**config.mk**
```make
export PLATFORM = sky130hd
export DESIGN_NAME = e10_csr_bridge
export DESIGN_NICKNAME = d
export VERILOG_FILES = /design/src/rtl/e10_csr_bridge.sv
export SDC_FILE = /design/constraint.sdc
export NUM_CORES = 1
export LEC_CHECK = 0
export ABC_CLOCK_PERIOD_IN_PS = 3080
export CAP_MARGIN = 20
export CORE_AREA = 3 3 109 111
export CTS_CLUSTER_SIZE = 25
export DETAILED_ROUTE_END_ITERATION = 16
export DIE_AREA = 0 0 112 114
export DONT_BUFFER_PORTS = 1
export GPL_ROUTABILITY_DRIVEN = 0
export SLEW_MARGIN = 5
export SYNTH_ARGS = -nofsm -noshare
export SYNTH_HDL_FRONTEND = slang
export SYNTH_SLANG_ARGS = --single-unit
```
**constraint.sdc**
```tcl
create_clock -name pClk -period 3.08 [get_ports pClk]
set_clock_uncertainty 0.1 [all_clocks]
set_input_delay 0.462 -clock pClk [delete_from_list [all_inputs] [get_ports pClk]]
set_output_delay 0.462 -clock pClk [all_outputs]
set_load 0.05 [all_outputs]
```
**src/rtl/e10_csr_bridge.sv**
```systemverilog
// e10_csr_bridge: indirect-access bridge from the management register file to
// the per-port 10GE MAC CSR slaves (Avalon-MM).
// A rising edge on cmd[16] (write) or cmd[17] (read) launches exactly one
// transaction on the port chosen by port_sel. Address, data and port are
// captured when the command is accepted. rdata keeps the last read result.
// Optional build macro: E10_CSR_BRIDGE_TIMEOUT_EN. When it is defined, a
// transaction that stalls for TIMEOUT_CYC cycles is aborted. The abort sets
// err and loads rdata with 32'hDEADBEEF.
module e10_csr_bridge #(
    parameter int ADDR_W      = 16,
    parameter int DATA_W      = 32,
    parameter int NUM_PORTS   = 4,
    parameter int TIMEOUT_CYC = 1024,
    localparam int SEL_W      = (NUM_PORTS > 1) ? $clog2(NUM_PORTS) : 1
) (
    input  logic                        pClk,
    input  logic                        pck_cp2af_softReset_n,
    input  logic [ADDR_W+1:0]           cmd,
    input  logic [DATA_W-1:0]           wdata,
    input  logic [SEL_W-1:0]            port_sel,
    output logic [DATA_W-1:0]           rdata,
    output logic                        busy,
    output logic                        err,
    input  logic                        err_clr,
    output logic [ADDR_W-1:0]           avm_address,
    output logic [NUM_PORTS-1:0]        avm_read,
    output logic [NUM_PORTS-1:0]        avm_write,
    output logic [DATA_W-1:0]           avm_writedata,
    input  logic [NUM_PORTS-1:0]        avm_waitrequest,
    input  logic [NUM_PORTS*DATA_W-1:0] avm_readdata,
    input  logic [NUM_PORTS-1:0]        avm_readdatavalid
);

    localparam logic [2:0] S_IDLE    = 3'd0;
    localparam logic [2:0] S_WR      = 3'd1;
    localparam logic [2:0] S_RD      = 3'd2;
    localparam logic [2:0] S_RD_WAIT = 3'd3;
    localparam logic [2:0] S_DONE    = 3'd4;

    logic [2:0]           state;
    logic [1:0]           cmd_q;
    logic [SEL_W-1:0]     port_q;
    logic                 wr_edge;
    logic                 rd_edge;
    logic                 accept;
    logic                 reject;
    logic                 active;
    logic                 wait_sel;
    logic                 rdv_sel;
    logic [DATA_W-1:0]    rd_slice;
    logic [NUM_PORTS-1:0] port_onehot;
    logic                 completing;
    logic                 timeout_hit;
    logic                 abort;
    logic                 err_set;

    assign wr_edge = cmd[ADDR_W]   & ~cmd_q[0];
    assign rd_edge = cmd[ADDR_W+1] & ~cmd_q[1];
    assign active  = (state == S_WR) || (state == S_RD) || (state == S_RD_WAIT);

    // Only a lone write or read edge is accepted. Both edges together are a
    // malformed command. Any edge that arrives outside IDLE is dropped.
    always_comb begin
        accept = 1'b0;
        reject = 1'b0;
        if (state == S_IDLE) begin
            accept = wr_edge ^ rd_edge;
            reject = wr_edge & rd_edge;
        end else begin
            reject = wr_edge | rd_edge;
        end
    end

    // Select the handshake signals and the read-data slice of the captured port.
    always_comb begin
        wait_sel = 1'b0;
        rdv_sel  = 1'b0;
        rd_slice = '0;
        for (int i = 0; i < NUM_PORTS; i++) begin
            if (port_q == SEL_W'(i)) begin
                wait_sel = avm_waitrequest[i];
                rdv_sel  = avm_readdatavalid[i];
                rd_slice = avm_readdata[i*DATA_W +: DATA_W];
            end
        end
    end

    // Build the one-hot strobe for the port being selected at accept time.
    always_comb begin
        port_onehot = '0;
        for (int i = 0; i < NUM_PORTS; i++) begin
            if (port_sel == SEL_W'(i)) begin
                port_onehot[i] = 1'b1;
            end
        end
    end

    // Flag the normal end of a transaction so that a slave finishing on the
    // last allowed cycle still counts as a success rather than a timeout.
    always_comb begin
        completing = 1'b0;
        case (state)
            S_WR, S_RD: completing = ~wait_sel;
            S_RD_WAIT:  completing = rdv_sel;
            default:    completing = 1'b0;
        endcase
    end

`ifdef E10_CSR_BRIDGE_TIMEOUT_EN
    localparam int CNT_W = $clog2(TIMEOUT_CYC) + 1;

    logic [CNT_W-1:0] tmo_cnt;

    assign timeout_hit = active && (tmo_cnt == CNT_W'(TIMEOUT_CYC - 1));

    // Count the cycles spent waiting on the slave. The count restarts from zero
    // each time the bridge returns to IDLE.
    always_ff @(posedge pClk or negedge pck_cp2af_softReset_n) begin
        if (!pck_cp2af_softReset_n) begin
            tmo_cnt <= '0;
        end else if (state == S_IDLE) begin
            tmo_cnt <= '0;
        end else if (active) begin
            tmo_cnt <= tmo_cnt + 1'b1;
        end
    end
`else
    assign timeout_hit = 1'b0;
`endif

    assign abort   = timeout_hit & ~completing;
    assign err_set = reject | abort;

    // Sticky error flag. A new error wins over a clear in the same cycle.
    always_ff @(posedge pClk or negedge pck_cp2af_softReset_n) begin
        if (!pck_cp2af_softReset_n) begin
            err <= 1'b0;
        end else if (err_set) begin
            err <= 1'b1;
        end else if (err_clr) begin
            err <= 1'b0;
        end
    end

    // Transaction FSM. It captures the command on accept, drives the strobes
    // until the slave accepts them, and collects the read data.
    always_ff @(posedge pClk or negedge pck_cp2af_softReset_n) begin
        if (!pck_cp2af_softReset_n) begin
            state         <= S_IDLE;
            cmd_q         <= '0;
            port_q        <= '0;
            busy          <= 1'b0;
            rdata         <= '0;
            avm_address   <= '0;
            avm_writedata <= '0;
            avm_read      <= '0;
            avm_write     <= '0;
        end else begin
            cmd_q <= cmd[ADDR_W+1:ADDR_W];
            case (state)
                S_IDLE: begin
                    if (accept) begin
                        avm_address   <= cmd[ADDR_W-1:0];
                        avm_writedata <= wdata;
                        port_q        <= port_sel;
                        busy          <= 1'b1;
                        if (wr_edge) begin
                            avm_write <= port_onehot;
                            state     <= S_WR;
                        end else begin
                            avm_read <= port_onehot;
                            state    <= S_RD;
                        end
                    end
                end
                S_WR: begin
                    if (completing) begin
                        avm_write <= '0;
                        state     <= S_DONE;
                    end else if (abort) begin
                        avm_write <= '0;
                        rdata     <= DATA_W'(32'hDEADBEEF);
                        state     <= S_DONE;
                    end
                end
                S_RD: begin
                    if (completing) begin
                        avm_read <= '0;
                        if (rdv_sel) begin
                            rdata <= rd_slice;
                            state <= S_DONE;
                        end else begin
                            state <= S_RD_WAIT;
                        end
                    end else if (abort) begin
                        avm_read <= '0;
                        rdata    <= DATA_W'(32'hDEADBEEF);
                        state    <= S_DONE;
                    end
                end
                S_RD_WAIT: begin
                    if (completing) begin
                        rdata <= rd_slice;
                        state <= S_DONE;
                    end else if (abort) begin
                        rdata <= DATA_W'(32'hDEADBEEF);
                        state <= S_DONE;
                    end
                end
                S_DONE: begin
                    busy  <= 1'b0;
                    state <= S_IDLE;
                end
                default: begin
                    avm_read  <= '0;
                    avm_write <= '0;
                    busy      <= 1'b0;
                    state     <= S_IDLE;
                end
            endcase
        end
    end

endmodule

```
**Word-level counts from Yosys, hierarchy flattened**

Index checks and enable logic that the tools add are counted.

- Register bits: 97

- Eq/ne operators: 18
- Muxes and demuxes: 40
- Bitwise gates (word level): 11
- Reductions and logical operators: 16

Operators with widths:

| operator | number |
|---|---|
| $mux 32 | 7 |
| $pmux 32 s2 | 1 |
| $pmux 4 s3 | 2 |
| $mux 4 | 5 |
| $mux 1 | 17 |
| $ne 2x2->1 const B | 7 |
| $mux 3 | 4 |
| $reduce_and 4->1 | 3 |
| $pmux 3 s3 | 1 |
| $reduce_or 3->1 | 3 |
| $eq 2x2->1 const B | 4 |
| $eq 3x2->1 const B | 2 |
| $not 1->1 | 6 |
| $eq 2x1->1 const B | 2 |
| $logic_not 2->1 | 2 |
| $pmux 1 s2 | 2 |
| $reduce_and 2->1 | 2 |
| $reduce_bool 2->1 | 2 |
| $reduce_or 2->1 | 2 |
| $and 1x1->1 | 3 |
| $eq 3x1->1 const B | 1 |
| $eq 3x3->1 const B | 1 |
| $logic_not 3->1 | 1 |
| $reduce_and 3->1 | 1 |
| other kinds (4) | 4 |

**Logic depth before layout (Yosys ltp)**

Gate-level depths: netlist (run 1).

- Depth in word-level cells: 9
- Gate-level depth with buffers: 7

**Worst setup path before layout (run 1)**

Ideal clock, no wire load.

- Path type: input-to-reg
- From: in cmd[16]
- To: reg avm_read[0]
- Setup time: 121 ps
- Arrival time: 2175 ps
- Required time: 2859 ps
- Slack: 684 ps
- Stages on the path: 7
- Cell sequence: nand2b_1 > ha_1 > or4b_2 > buf_2 > nor2_1 > o31ai_1 > a22o_1

- Longest elaborated chain between the ends: 5
- Elaborated cells between the ends (all ways): 6

Ends and longest elaborated chain:

| item | RTL line | text |
|---|---|---|
| start, declared | 18 | `input logic [ADDR_W+1:0] cmd,` |
| $and 1x1->1 (*) | 57 | `assign wr_edge = cmd[ADDR_W] & ~cmd_q[0];` |
| $xor 1x1->1 | 67 | `accept = wr_edge ^ rd_edge;` |
| $mux 1 | 66 | `if (state == S_IDLE) begin` |
| $ne 2x2->1 (no line) | -- |  |
| $reduce_and 4->1 (no line) (*) | -- |  |
| end signal, assigned | 171 | `avm_read <= port_onehot;` |
| end, declared | 26 | `output logic [NUM_PORTS-1:0] avm_read,` |

Mark *: on every way between the ends. The rest lies on a longest branch, timed or not.
A chain may end at the register's enable or synchronous reset.

**Worst setup path in the final report (run 1)**

- From: reg cmd_q[0]
- To: reg avm_read[0]

- Longest elaborated chain between the ends: 6
- Elaborated cells between the ends (all ways): 7

Ends and longest elaborated chain:

| item | RTL line | text |
|---|---|---|
| start, declared | 41 | `logic [1:0] cmd_q;` |
| start signal, assigned | 159 | `cmd_q <= cmd[ADDR_W+1:ADDR_W];` |
| $not 1->1 (*) | 57 |  |
| $and 1x1->1 (*) | 57 |  |
| $xor 1x1->1 | 67 |  |
| $mux 1 | 66 |  |
| $ne 2x2->1 (no line) | -- |  |
| $reduce_and 4->1 (no line) (*) | -- |  |

Marks and branches as above.

==> results by group, run 1 <==
Timing
  • Final-layout setup total negative slack: 0 ns
  • Worst-margin pin slew: 0.537 ns
  • Finish-stage setup viols: 0
  • Shortest period the worst path allows: 2.55 ns
  • Final worst-path cycle share: 82.6%
  • Final number of hold-violating endpoints: 0
  • Unrepaired setup endpoints after global routing: false
  • Max Slew Vio Count: 0
  • Slew margin rel.: 64.2%
  • Fmax: 393 MHz

Global routing
  • Largest net degree at the start of global routing: 98
  • First-pass GRT wire length: 17.6 mm
  • Overall overflow remaining after global route: 0
  • Number of global-route vias before repair: 3090
  • Initial antenna violation count: 0
  • Global-route total usage across every layer: 17.9%

Finish
  • Total of fill cells in the finished design: 977
  • Net count of the finished layout: 580
  • Final Non-Filler Cells: 532
  • Relative area change from synthesis to final layout: 8.47%
  • Layout cells sized above 1: 23.7%
  • Highest-count cells in the layout ignoring fill and taps: sky130_fd_sc_hd__nand2_1, sky130_fd_sc_hd__dfrtp_1, sky130_fd_sc_hd__mux4_2, sky130_fd_sc_hd__mux2_2, sky130_fd_sc_hd__clkbuf_8
  • Number of diodes: 0
  • Leading cell type in the layout, fill and taps excluded: sky130_fd_sc_hd__nand2_1

Route
  • Top Metal Used: met4
  • DRT Wirelength: 11.7 mm
  • Wire length on met1: 4.47 mm
  • Iteration-0 DRC count of the detailed router: 116
  • Residual antenna-violating net count after detailed routing: 0
  • Number of iterations in the first detailed-routing pass: 4
  • Routed wirelength normalized by instance count: 22.0 um
  • Met2 routed WL: 5.95 mm
  • Vias after detailed routing: 2945
  • Mean number of vias per cell: 5.54
  • Length of routed met3 wiring: 1.19 mm
  • # DRC: 0

Clock network
  • Source-to-sink clock delay at the later pin of the worst-skew pair: 0.36 ns
  • Clock Sink Count: 97
  • Clock slew at reported path FFs: 0.10 ns
  • Clock Tree Buf Depth: 2
  • Number of cells upsized or downsized after cts: 0
  • Clock tree from TritonCTS: yes
  • CTS Root Buffer Type: sky130_fd_sc_hd__clkbuf_8
  • Inserted Clock Buffers: 9
  • H-tree levels: 3
  • Post-CTS setup repair buffer count: 0

Min path
  • Hold/Removal Path Class: input port to flip-flop

Synth
  • Synth Instances: 390
  • Number of warnings reported in the yosys synthesis log: 0
  • Synthesized Nets: 583
  • Cell Area, Synth: 4580 um^2
  • Yosys reg bits: 97
  • Post-synthesis area per instance: 11.7 um^2
  • Count of distinct cell types in the synthesized netlist: 31
  • Seq/Total Area, Yosys: 53.0%

Power and ir drop
  • Switching power as a share of total power: 53.8%
  • Internal power consumption: 3.17 mW
  • Power share of the combinational group: 24.3%
  • Peak supply drop: 653 uV
  • Static power due to leakage: 2.25 nW
  • Switching power: 3.69 mW
  • Share of total power in sequential cells: 62.2%
  • Areal power density over the cells: 1380 nW/um^2
  • Clock share of power: 13.5%

Critical path
  • Setup crit end kind: flip-flop
  • Largest stage delay on the critical path: 0.68 ns
  • CP max stage cell: sky130_fd_sc_hd__or4b_2
  • Worst path cell trace: nand2b_1, ha_1, or4b_2, nor2_1, o31ai_1, a22o_1
  • Type of element launching the critical path: flip-flop
  • Critical path arrival: 2.70 ns
  • Critical Setup Path Class: flip-flop to flip-flop
  • Crit path max fanout: 6
  • Data required time of the worst path: 3.24 ns

Floorplanning
  • Initial Util: 42.0%
  • Area inside the core boundary: 10900 um^2
  • Row Count: 38
  • X dimension of the die: 112 um
  • Die boundary height: 114 um
  • Die area: 12800 um^2
  • I/O pin count: 281

Place
  • Instance count after placement with tap cells included: 512
  • Detailed Place HPWL: 8.95 mm
  • Count of buffers inserted at the top-level ports: 0

Outcome
  • Run status: finished clean

Job
  • Max-capacitance violation count: 0
## area by class of cell
type                            count  area (um^2)  share of cell area, %
Clock buffer                        9          124                   2.49
Inverter                            6         22.5                  0.454
Sequential cell                    97         2430                   48.9
Clock inverter                      7          101                   2.04
Tap cell                          140          175                   3.53
Multi-Input combinational cell    262         2000                   40.4
Timing Repair Buffer               11          110                   2.22
## worst max-delay path, delay by kind of cell, from the launching register on
kind                       cells  cell delay, ns
DFF                            1            0.37
and+or+nand+nor                3            1.15
AOI/OAI and AO/OA              2            0.43
adders and majority gates      1            0.40
## power by group through the flow
| stage | clock (mW) | sequential, mW | combinational (mW) |
|---|---|---|---|
| finish | 0.929 | 4.26 | 1.67 |
| global route | 1.02 | 4.33 | 1.89 |
| CTS | 0.956 | 4.28 | 1.70 |
| detailed placement | 0 | 4.29 | 1.69 |
| global placement | 0 | 4.30 | 1.60 |
| floorplan | 0 | 4.09 | 1.48 |
## metal layers
layer	up-vias	global-route usage (%)
met5	-	0
li1	1320	-
met4	0	5.05
met2	162	29.8
met1	1453	21.7
met3	10	7.37
## per-stage QoR
stage / power, mW / setup slack, ns / area (um^2) / util, % / hold slack, ns
final: 6.86 / 0.535 / 4970 / 45.6 / 0.0969
after global routing: 7.24 / 0.394 / 4970 / 45.6 / 0.0745
after CTS: 6.93 / 0.557 / 4970 / 45.6 / 0.0745
after detailed placement: 5.98 / 0.551 / 4680 / 43.0 / 0.0687
after global placement: 5.90 / 0.624 / 4680 / 43.0 / 0.0690
after floorplan: 5.57 / 0.684 / 4580 / - / 0.0664
## registers in the layout, indices dropped and copies added (netlist names)
name / cells
avm_address: 16
avm_writedata: 32
avm_read: 4
err: 1
busy: 1
avm_write: 4
cmd_q: 2
rdata: 32
state: 3
port_q: 2
## path summary, 6_finish.rpt
kind	startpoint	endpoint	slack, ns	cells after the start
worst max-delay path	cmd_q[0]	avm_read[0]	0.53	6
worst min-delay path	wdata[18]	avm_writedata[18]	0.1	2
worst max register to register	cmd_q[0]	avm_read[0]	0.53	6
worst min register to register	state[0]	state[2]	0.54	2
max in group asynchronous	pck_cp2af_softReset_n	port_q[0]	1.88	2
min in group asynchronous	pck_cp2af_softReset_n	err	0.55	2
## cells by family (layout without fill, tap and decap cells)
family	Yosys count	after routing	share of synthesized area [%]
multiplexers	66	66	24.6
flip-flops	97	97	53.0
AO/OA/AOI/OAI	19	19	3.14
AND/OR/NAND/NOR	175	175	15.5
adder cells (fa/ha/maj)	2	2	0.547
buffers and inverters	31	33	3.22
## cell usage after synthesis, drive strengths merged
library cell  count  area share [%]
o221ai            1            0.19
a22o              2            0.38
a21oi             2            0.22
mux2             32             7.9
nor3              4            0.68
dfrtp            97              53
o41ai             1            0.19
nand3             1            0.11
a31oi             1            0.14
buf               7             1.3
o31ai             2            0.33
nand2           154              13
and2              3            0.46
nor3b             1            0.16
clkbuf           18             1.5
mux4             34              17
or4b              1            0.22
nand2b            4            0.55
o21ai             3            0.33
ha                2            0.55
nor2              6            0.49
a32o              2            0.44
nand3b            1            0.16
o21a              1            0.16
o2bb2ai           4            0.77
inv               6            0.49
## repair_timing
item | 4_1_cts | 5_1_grt
hold buffers | 4 | 0
endpoints found under the setup margin | 0 | 0
endpoints found under the hold margin | 99 | 0
No activity file was read; power rests on OpenSTA's default activity.
==> run 2: changes to the inputs <==
--- a/config.mk
+++ b/config.mk
@@ -5,7 +5,7 @@
 export SDC_FILE = /design/constraint.sdc
 export NUM_CORES = 1
 export LEC_CHECK = 0
-export ABC_CLOCK_PERIOD_IN_PS = 3080
+export ABC_CLOCK_PERIOD_IN_PS = 2600
 export CAP_MARGIN = 20
 export CORE_AREA = 3 3 109 111
 export CTS_CLUSTER_SIZE = 25
==> constraint.sdc (replaced) <==
create_clock -name pClk -period 2.6 [get_ports pClk]
set_clock_uncertainty 0.1 [all_clocks]
set_input_delay 0.39 -clock pClk [delete_from_list [all_inputs] [get_ports pClk]]
set_output_delay 0.39 -clock pClk [all_outputs]
set_load 0.05 [all_outputs]
==> results by group, run 2 (synthesis gave the netlist of run 1 again) <==
Critical path
  • Type of element launching the critical path: flip-flop (unchanged)
  • CP max stage cell: sky130_fd_sc_hd__or4b_2 (unchanged)
  • Largest stage delay on the critical path: 0.68 ns (about the same)
  • CP delay by family, top: simple AND/OR/NAND/NOR gates (unchanged)
  • Critical path arrival: 2.57 ns (was 2.70 ns)
  • Data required time of the worst path: 2.76 ns (was 3.24 ns)
  • Crit path max fanout: 6 (unchanged)
  • Count of buffer and inverter cells on the critical path: 0 (unchanged)
  • Worst path cell trace: nand2b_1, ha_1, or4b_2, nor2_1, o31ai_1, a22o_1 (unchanged)
  • Critical Setup Path Class: flip-flop to flip-flop (unchanged)
  • Setup crit end kind: flip-flop (unchanged)

Floorplanning
  • I/O pin count: 281 (unchanged)
  • Row Count: 38 (unchanged)
  • Die boundary height: 114 um (unchanged)
  • Die area: 12800 um^2 (unchanged)
  • Area inside the core boundary: 10900 um^2 (unchanged)
  • X dimension of the die: 112 um (unchanged)
  • Initial Util: 42.0% (unchanged)

Job
  • Max-capacitance violation count: 0 (unchanged)

Route
  • Routed wirelength normalized by instance count: 21.9 um (was 22.0 um)
  • DRT Wirelength: 11.7 mm (about the same)
  • Number of iterations in the first detailed-routing pass: 4 (unchanged)
  • Iteration-0 DRC count of the detailed router: 137 (was 116)
  • # DRC: 0 (unchanged)
  • Residual antenna-violating net count after detailed routing: 0 (unchanged)
  • Mean number of vias per cell: 5.54 (about the same)
  • Vias after detailed routing: 2946 (was 2945)

Global routing
  • Global-route total usage across every layer: 17.9% (about the same)
  • Number of global-route vias before repair: 3115 (was 3090)
  • First-pass GRT wire length: 17.5 mm (was 17.6 mm)
  • Largest net degree at the start of global routing: 98 (unchanged)
  • Initial antenna violation count: 1 (was 0)
  • Overall overflow remaining after global route: 0 (unchanged)

Clock network
  • Clock slew at reported path FFs: 0.11 ns (was 0.10 ns)
  • Clock Tree Buf Depth: 2 (unchanged)
  • Inserted Clock Buffers: 9 (unchanged)
  • CTS Root Buffer Type: sky130_fd_sc_hd__clkbuf_8 (unchanged)
  • Number of cells upsized or downsized after cts: 0 (unchanged)
  • Clock tree from TritonCTS: yes (unchanged)
  • H-tree levels: 3 (unchanged)
  • Source-to-sink clock delay at the later pin of the worst-skew pair: 0.36 ns (about the same)
  • Clock Sink Count: 97 (unchanged)

Power and ir drop
  • Internal power consumption: 3.58 mW (was 3.17 mW)
  • Static power due to leakage: 2.22 nW (was 2.25 nW)
  • Peak supply drop: 732 uV (was 653 uV)
  • Areal power density over the cells: 1610 nW/um^2 (was 1380 nW/um^2)
  • Switching power: 4.35 mW (was 3.69 mW)
  • Clock share of power: 11.6% (was 13.5%)
  • Share of total power in sequential cells: 63.6% (was 62.2%)
  • Power share of the combinational group: 24.8% (was 24.3%)
  • Switching power as a share of total power: 54.9% (was 53.8%)

Finish
  • Highest-count cells in the layout ignoring fill and taps: sky130_fd_sc_hd__nand2_1, sky130_fd_sc_hd__dfrtp_1, sky130_fd_sc_hd__mux4_2, sky130_fd_sc_hd__mux2_2, sky130_fd_sc_hd__clkbuf_8 (unchanged)
  • Regs by FF count: avm_writedata: 32 flops, rdata: 32 flops, avm_address: 16 flops (unchanged)
  • Layout cells sized above 1: 23.7% (unchanged)
  • Leading cell type in the layout, fill and taps excluded: sky130_fd_sc_hd__nand2_1 (unchanged)
  • Relative area change from synthesis to final layout: 7.38% (was 8.47%)
  • Number of diodes: 0 (unchanged)
  • Net count of the finished layout: 580 (unchanged)

Timing
  • Unrepaired setup endpoints after global routing: false (unchanged)
  • Final-layout setup total negative slack: 0 ns (unchanged)
  • Slew margin rel.: 60.0% (was 64.2%)
  • Finish-stage setup viols: 0 (unchanged)
  • Shortest period the worst path allows: 2.42 ns (was 2.55 ns)
  • Final number of hold-violating endpoints: 97 (was 0)
  • Worst-margin pin slew: 0.600 ns (was 0.537 ns)
  • Fmax: 414 MHz (was 393 MHz)
  • Final hold slack: -0.388 ns (was 0.0969 ns)
  • Max Slew Vio Count: 0 (unchanged)
  • Final worst-path cycle share: 92.9% (was 82.6%)

Min path
  • Hold/Removal Path Class: input port to async pin (was input port to flip-flop)

Outcome
  • Violated checks: hold timing
  • Run status: complete, but fails checks (was finished clean)

Place
  • Detailed Place HPWL: 9.10 mm (was 8.95 mm)
  • Count of buffers inserted at the top-level ports: 0 (unchanged)
run 2: worst reg2reg max path, delay by kind of cell (launching register included):
kind | cells | cell delay [ns]
fa+ha+maj | 1 | 0.36
compound gates | 2 | 0.44
simple gates | 3 | 1.06
flops | 1 | 0.36
run 2: cell type report:
| class | instances | area (um^2) |
|---|---|---|
| flip-flops and latches | 97 | 2430 |
| clock buffers | 9 | 124 |
| multi-input cells | 262 | 2000 |
| inverters | 6 | 22.5 |
| well taps | 140 | 175 |
| repair buffers | 11 | 103 |
| fillers | 999 | 5970 |
| clock inverters | 7 | 58.8 |
run 2: per-stage QoR:
step                      util (%)  worst slack (ns)  cells  cell area, um^2  power, mW
after global placement        43.2             0.274    513             4700       7.00
after floorplan                  -             0.242    390             4580       6.60
final                         45.2             0.185    532             4920       7.93
after CTS                     45.1             0.177    531             4910       8.02
after global routing          45.2            0.0481    532             4920       8.37
after detailed placement      43.2             0.195    513             4700       7.09
run 2: power groups by stage:
stage,Clock (mW),Combinational (mW),Sequential [mW]
after floorplan,0,1.76,4.84
after CTS,0.959,2.00,5.06
after global placement,0,1.92,5.08
after detailed placement,0,2.02,5.07
final,0.922,1.97,5.04
after global routing,1.03,2.23,5.11
run 2: path summary, 6_finish.rpt:
| check | startpoint | end | slack, ns | cells after the start |
|---|---|---|---|---|
| hold / removal | pck_cp2af_softReset_n | rdata[10] | -0.39 | 0 |
| setup / recovery | cmd_q[1] | avm_write[0] | 0.18 | 6 |
| max in group asynchronous | pck_cp2af_softReset_n | avm_writedata[4] | 2.67 | 0 |
| setup reg to reg | cmd_q[1] | avm_write[0] | 0.18 | 6 |
| min in group pClk | wdata[17] | avm_writedata[17] | 0.02 | 2 |
| hold reg to reg | state[2] | state[2] | 0.56 | 2 |
run 2: what timing repair did:
action | 4_1_cts | 5_1_grt
hold buffers | 2 | 1
endpoints found under the setup margin | 0 | 0
buffers inserted | 0 | 0
hold endpoints to repair | 99 | 98
run 2: per-layer routing:
layer	global-route usage, %	vias to the layer above	wire, um
li1	-	1326	-
met1	22.4	1438	4510
met2	29.6	165	5930
met3	6.68	15	1060
met4	5.13	2	150
met5	0	-	20
